[src/rtl/io_debounce_pkg.sv]
// Shared configuration types and constants for the io_debounce input conditioner.
package io_debounce_pkg;

    localparam int DEFAULT_DEBOUNCE_TICKS = 10000;
    localparam int DEFAULT_TICK_DIV       = 50;

    // Top-level configuration handed down to the per-channel instances.
    typedef struct packed {
        int channels;
        int tick_div;
        int debounce_ticks;
    } io_cfg_t;

    // Bits needed to hold any value in 0..max_val (never less than one bit).
    function automatic int cnt_width(input int max_val);
        return (max_val < 1) ? 1 : $clog2(max_val + 1);
    endfunction

endpackage

[src/rtl/debounce_channel.sv]
// One input channel: synchroniser, optional inversion, tick-based debounce
// counter, debounced level and single-cycle rise/fall pulses.
module debounce_channel
    import io_debounce_pkg::*;
#(
    parameter io_cfg_t CFG         = '{channels: 12, tick_div: DEFAULT_TICK_DIV,
                                       debounce_ticks: DEFAULT_DEBOUNCE_TICKS},
    parameter int      SYNC_STAGES = 2
) (
    input  logic clk,
    input  logic rst,
    input  logic raw,
    input  logic tick,
    input  logic invert,
    output logic level,
    output logic rise,
    output logic fall
);

    localparam int             CW       = cnt_width(CFG.debounce_ticks);
    localparam logic [CW-1:0]  CNT_LAST = CW'(CFG.debounce_ticks - 1);

    logic [SYNC_STAGES-1:0] r_sync;
    logic [CW-1:0]          r_cnt;
    logic                   r_level;
    logic                   r_rise;
    logic                   r_fall;
    logic                   w_sample;

    // Polarity-normalised sample taken from the last synchroniser stage.
    assign w_sample = r_sync[SYNC_STAGES-1] ^ invert;

    // Synchronise the pin, then accept a new value only once it has persisted
    // for the full run of ticks; any agreement with the current level restarts
    // the count, which is what rejects contact bounce.
    // NOTE: every register here uses <= so all of them see pre-edge values;
    // a blocking assignment would let the shift chain collapse in one cycle.
    always_ff @(posedge clk) begin
        if (rst) begin
            r_sync  <= '0;
            r_cnt   <= '0;
            r_level <= 1'b0;
            r_rise  <= 1'b0;
            r_fall  <= 1'b0;
        end else begin
            r_sync <= {r_sync[SYNC_STAGES-2:0], raw};
            r_rise <= 1'b0;
            r_fall <= 1'b0;
            if (w_sample == r_level) begin
                r_cnt <= '0;
            end else if (tick) begin
                if (r_cnt == CNT_LAST) begin
                    r_level <= w_sample;
                    r_cnt   <= '0;
                    r_rise  <= w_sample;
                    r_fall  <= ~w_sample;
                end else begin
                    r_cnt <= r_cnt + CW'(1);
                end
            end
        end
    end

    assign level = r_level;
    assign rise  = r_rise;
    assign fall  = r_fall;

endmodule

[src/rtl/io_debounce.sv]
// Board pin conditioner: shared debounce prescaler, one debounce_channel per
// pin, and a sticky event flag summarising every edge until acknowledged.
module io_debounce
    import io_debounce_pkg::*;
#(
    parameter int                  CHANNELS       = 12,
    parameter int                  SYNC_STAGES    = 2,
    parameter int                  TICK_DIV       = DEFAULT_TICK_DIV,
    parameter int                  DEBOUNCE_TICKS = DEFAULT_DEBOUNCE_TICKS,
    parameter logic [CHANNELS-1:0] INVERT         = 12'b0000_0000_0011
) (
    input  logic                clk,
    input  logic                rst,
    input  logic [CHANNELS-1:0] raw,
    output logic [CHANNELS-1:0] level,
    output logic [CHANNELS-1:0] rise,
    output logic [CHANNELS-1:0] fall,
    output logic                evt,
    input  logic                evt_ack
);

    localparam io_cfg_t       CFG       = '{channels: CHANNELS, tick_div: TICK_DIV,
                                            debounce_ticks: DEBOUNCE_TICKS};
    localparam int            PW        = cnt_width(TICK_DIV - 1);
    localparam logic [PW-1:0] TICK_LAST = PW'(TICK_DIV - 1);

    logic [PW-1:0] r_presc;
    logic          r_evt;
    logic          w_tick;

    assign w_tick = (r_presc == TICK_LAST);

    // Free-running prescaler: wraps after TICK_DIV cycles, tick on the last count.
    always_ff @(posedge clk) begin
        if (rst) begin
            r_presc <= '0;
        end else if (w_tick) begin
            r_presc <= '0;
        end else begin
            r_presc <= r_presc + PW'(1);
        end
    end

    for (genvar g = 0; g < CFG.channels; g++) begin : g_ch
        debounce_channel #(
            .CFG         (CFG),
            .SYNC_STAGES (SYNC_STAGES)
        ) u_ch (
            .clk    (clk),
            .rst    (rst),
            .raw    (raw[g]),
            .tick   (w_tick),
            .invert (INVERT[g]),
            .level  (level[g]),
            .rise   (rise[g]),
            .fall   (fall[g])
        );
    end

    // Sticky event flag; a new edge outranks a simultaneous acknowledge.
    always_ff @(posedge clk) begin
        if (rst) begin
            r_evt <= 1'b0;
        end else if (|(rise | fall)) begin
            r_evt <= 1'b1;
        end else if (evt_ack) begin
            r_evt <= 1'b0;
        end
    end

    assign evt = r_evt;

endmodule

[config.mk]
export PLATFORM = sky130hd
export DESIGN_NAME = io_debounce
export DESIGN_NICKNAME = d
export VERILOG_FILES = /design/src/rtl/io_debounce_pkg.sv /design/src/rtl/debounce_channel.sv /design/src/rtl/io_debounce.sv
export SDC_FILE = /design/constraint.sdc
export NUM_CORES = 1
export LEC_CHECK = 0
export ABC_AREA = 1
export CORE_ASPECT_RATIO = 2
export CORE_MARGIN = 5
export CORE_UTILIZATION = 45
export CTS_CLUSTER_SIZE = 16
export DETAILED_ROUTE_END_ITERATION = 10
export GPL_ROUTABILITY_DRIVEN = 1
export GPL_TIMING_DRIVEN = 0
export HOLD_SLACK_MARGIN = 0.15
export MAX_ROUTING_LAYER = met4
export PLACE_DENSITY = 0.62
export RECOVER_POWER = 50
export SYNTH_ARGS = -nofsm -noshare
export SYNTH_HDL_FRONTEND = slang
export SYNTH_SLANG_ARGS = --single-unit
[constraint.sdc]
create_clock -name clk -period 1.7 [get_ports clk]
set_input_delay 0.34 -clock clk [delete_from_list [all_inputs] [get_ports clk]]
set_output_delay 0.34 -clock clk [all_outputs]
set_load 0.02 [all_outputs]
==> flow_metrics.py <==
metrics = {
    "yosys": {
        "synthesis.nets": 1733,
        "synth_seq_cells": 235,
        "synth.yosys.seq_area_share": 0.407,
        "ys.warnings.count": 0,
        "yosysUniqueCellTypes": 31,
        "syn_avg_cell_area_um2": 6.84,
        "synth_area_um2": 11600,
        "synth_cells": 1692,
    },
    "drt": {
        "post_drt_wl_per_cell_um": 15.0,
        "viasPerCell": 5.00,
        "drc": 0,
        "drt_pass1_iterations": 6,
        "vias": 10806,
        "drtIter0Drc": 576,
        "antenna_left": 0,
        "wl_um": 32500,
    },
    "timing": {
        "relSlewSlack": 0.413,
        "finalSetupViolCount": 52,
        "drv_slew": 0,
        "worst_pin_slew_ps": 872,
        "min_period_over_period": 1.05,
        "worst_slack_ps": -87.5,
        "rsz0062_at_grt": "yes",
        "period_minus_slack_ps": 1790,
        "hold_slack_ps": 325,
        "hold_viol": 0,
        "max_freq_mhz": 559,
        "finalSetupTns_ps": -1440,
        "skew_ps": 10.7,
    },
    "pwr": {
        "pwr-share-seq": 0.505,
        "p_leak_nw": 5.76,
        "p_switching_mw": 2.36,
        "p_clk_frac": 0.472,
        "p_comb_frac": 0.024,
        "powerDensity_nw_per_um2": 767,
        "power_mw": 11.0,
        "switching_share": 0.214,
        "p_int_mw": 8.64,
        "irDropWorstVdd_v": 0.000928,
    },
    "global_route": {
        "grt_pass1_vias": 10286,
        "grt_pass1_wl_um": 51000,
        "antenna_found_initial": 0,
        "grt_max_degree": 16,
        "overflow": 0,
        "grt.total_usage": 0.227,
    },
    "place": {
        "place.port_buffers": 51,
        "pre_cts_ws_ps": -935,
        "dp_cells": 2083,
        "finalWeightedCongestion": 0.940,
        "dpl.hpwl_um": 22800,
        "placedInstanceArea_um2": 12500,
    },
    "min_path": {
        "worstHoldPathCells": 3,
        "hp-start": "raw[11]",
        "holdPathEnd": "g_ch[11].u_ch.r_sync[0]",
        "hp-class": "in2reg",
    },
    "worst_setup_path": {
        "cp.arrival_ps": 2200,
        "ff2ff_setup_slack_ps": -90,
        "crit_type": "reg2reg",
        "r2r_end": "g_ch[11].u_ch.r_cnt[5]",
        "reg2regPathDepth": 11,
        "end_kind": "flip-flop",
        "crit_fanout": 5,
        "rr_startpoint": "r_presc[1]",
        "start_kind": "flip-flop",
        "cp.required_ps": 2110,
    },
    "clock_tree": {
        "h-tree-depth": 1,
        "numCtsBuffers": 22,
        "numClockSinks": 235,
        "cts_tree": "yes",
        "clock_latency_ps": 530,
        "cts_root_buf": "clkbuf_16",
        "clkTransAtPathRegs_ps": 60,
        "cts_hold_buf": 0,
        "clockBufferDepth": 3,
    },
    "die": {
        "dieArea_um2": 29200,
        "coreArea_um2": 25500,
        "fp.dieW_um": 123,
        "rows": 83,
        "ios": 52,
        "start_util": 0.453,
        "die_y_um": 237,
    },
    "job": {
        "max-cap-violations": 0,
    },
    "finish": {
        "fin_area_um2": 14300,
        "final_cells": 2161,
        "diodes": 0,
        "area_delta_synth_final_pct": 24.0,
        "drive_above_1_share": 0.145,
        "finish.utilization": 0.562,
        "layout_common_cells": "nor2_1 (399), nand2_1 (344), dfxtp_1 (231)",
        "fillers": 2524,
        "nNetsFinal": 1846,
        "final_common_cell": "nor2_1",
    },
    "run_status": {
        "violations": "setup timing",
        "status": "finished with violations",
    },
}
## kinds of logic after synthesis
group                      share of synthesized area
AOI/OAI and AO/OA                             0.0315
xor gates and xnor gates                      0.0500
adders and majority gates                     0.0281
buffers and inverters                         0.0984
DFF                                            0.407
and+or+nand+nor                                0.385
## power by group through the flow
stage          logic (mW)  clock network, mW  registers [mW]
3_3_place_gp        0.194                  0            5.68
2_1_floorplan       0.109                  0            5.67
6_report            0.259               5.19            5.55
5_1_grt             0.284               5.51            5.55
3_5_place_dp        0.197                  0            5.68
4_1_cts             0.238               5.32            5.55
## worst max-delay path by stage
stage                                  start                 endpoint  cells past startpoint
after CTS                 g_ch[5].u_ch.level                 level[5]                      2
final                             r_presc[1]   g_ch[11].u_ch.r_cnt[5]                     11
after detailed placement                 rst   g_ch[11].u_ch.r_cnt[9]                      9
after global placement                   rst   g_ch[11].u_ch.r_cnt[9]                      9
after floorplan                   r_presc[0]  g_ch[10].u_ch.r_cnt[13]                      9
after global routing              r_presc[1]   g_ch[8].u_ch.r_cnt[12]                     11
## worst max-delay path: stages (launching register included)
cell	delay, ps
dfxtp_2	320
inv_2	60
ha_4	140
nand2_4	50
nor2_4	210
buf_6	170
buf_12	120
buf_16	150
and2_4	180
buf_4	110
xnor2_1	100
nor2_1	60
## final cells by class
class / count / area, µm² / area share
Clock buffer: 33 / 663 / 0.0462
Inverter: 190 / 744 / 0.0519
Buffer: 60 / 609 / 0.0425
Timing Repair Buffer: 89 / 858 / 0.0598
Clock inverter: 7 / 87.6 / 0.00610
Tap cell: 340 / 425 / 0.0296
Sequential cell: 235 / 4710 / 0.328
Multi-Input combinational cell: 1207 / 6250 / 0.436
## sequential cells by signal, indices dropped and copies added, names as in the netlist
| register | flops |
|---|---|
| r_presc | 6 |
| evt | 1 |
| g_ch.u_ch.fall | 12 |
| g_ch.u_ch.level | 12 |
| g_ch.u_ch.r_sync | 24 |
| g_ch.u_ch.rise | 12 |
| g_ch.u_ch.r_cnt | 168 |
## layer usage
| metal | global-route usage | part of all wire | vias up |
|---|---|---|---|
| li1 | - | - | 5495 |
| met2 | 0.408 | 0.54 | 248 |
| met4 | 0.129 | 0.058 | 0 |
| met1 | 0.233 | 0.37 | 4968 |
| met3 | 0.0239 | 0.038 | 95 |
| met5 | - | 0 | - |
## repair_timing
item,CTS,global route
cloned,3,1
pin swaps,15,27
endpoints found under the hold margin,0,0
buffers inserted,24,10
resized for setup,145,122
endpoints found under the setup margin,242,141
## synthesized netlist by cell type
library cell	number	area [µm²]
ha_1	26	325
a31oi_1	1	6.26
nor3_1	42	210
nand2_1	382	1430
buf_2	10	50.1
clkbuf_1	3	11.3
dfxtp_1	235	4700
o21ai_1	1	5.00
buf_1	1	3.75
nand2_2	2	12.5
nor2_1	414	1550
xnor2_1	6	52.6
or2_2	6	37.5
o21bai_1	17	128
inv_1	186	698
nor2_4	1	11.3
nand3_2	5	50.1
nor3b_1	31	233
nand3_1	115	576
xor2_1	60	526
or2_0	3	18.8
buf_6	4	45.0
inv_2	4	15.0
nand4_1	37	231
nand3b_1	7	52.6
and2_1	3	18.8
nor4_1	2	12.5
o21ai_0	19	95.1
buf_4	42	315
a21oi_1	26	130
nor2_2	1	6.26
No activity file was read; power rests on OpenSTA's default activity.
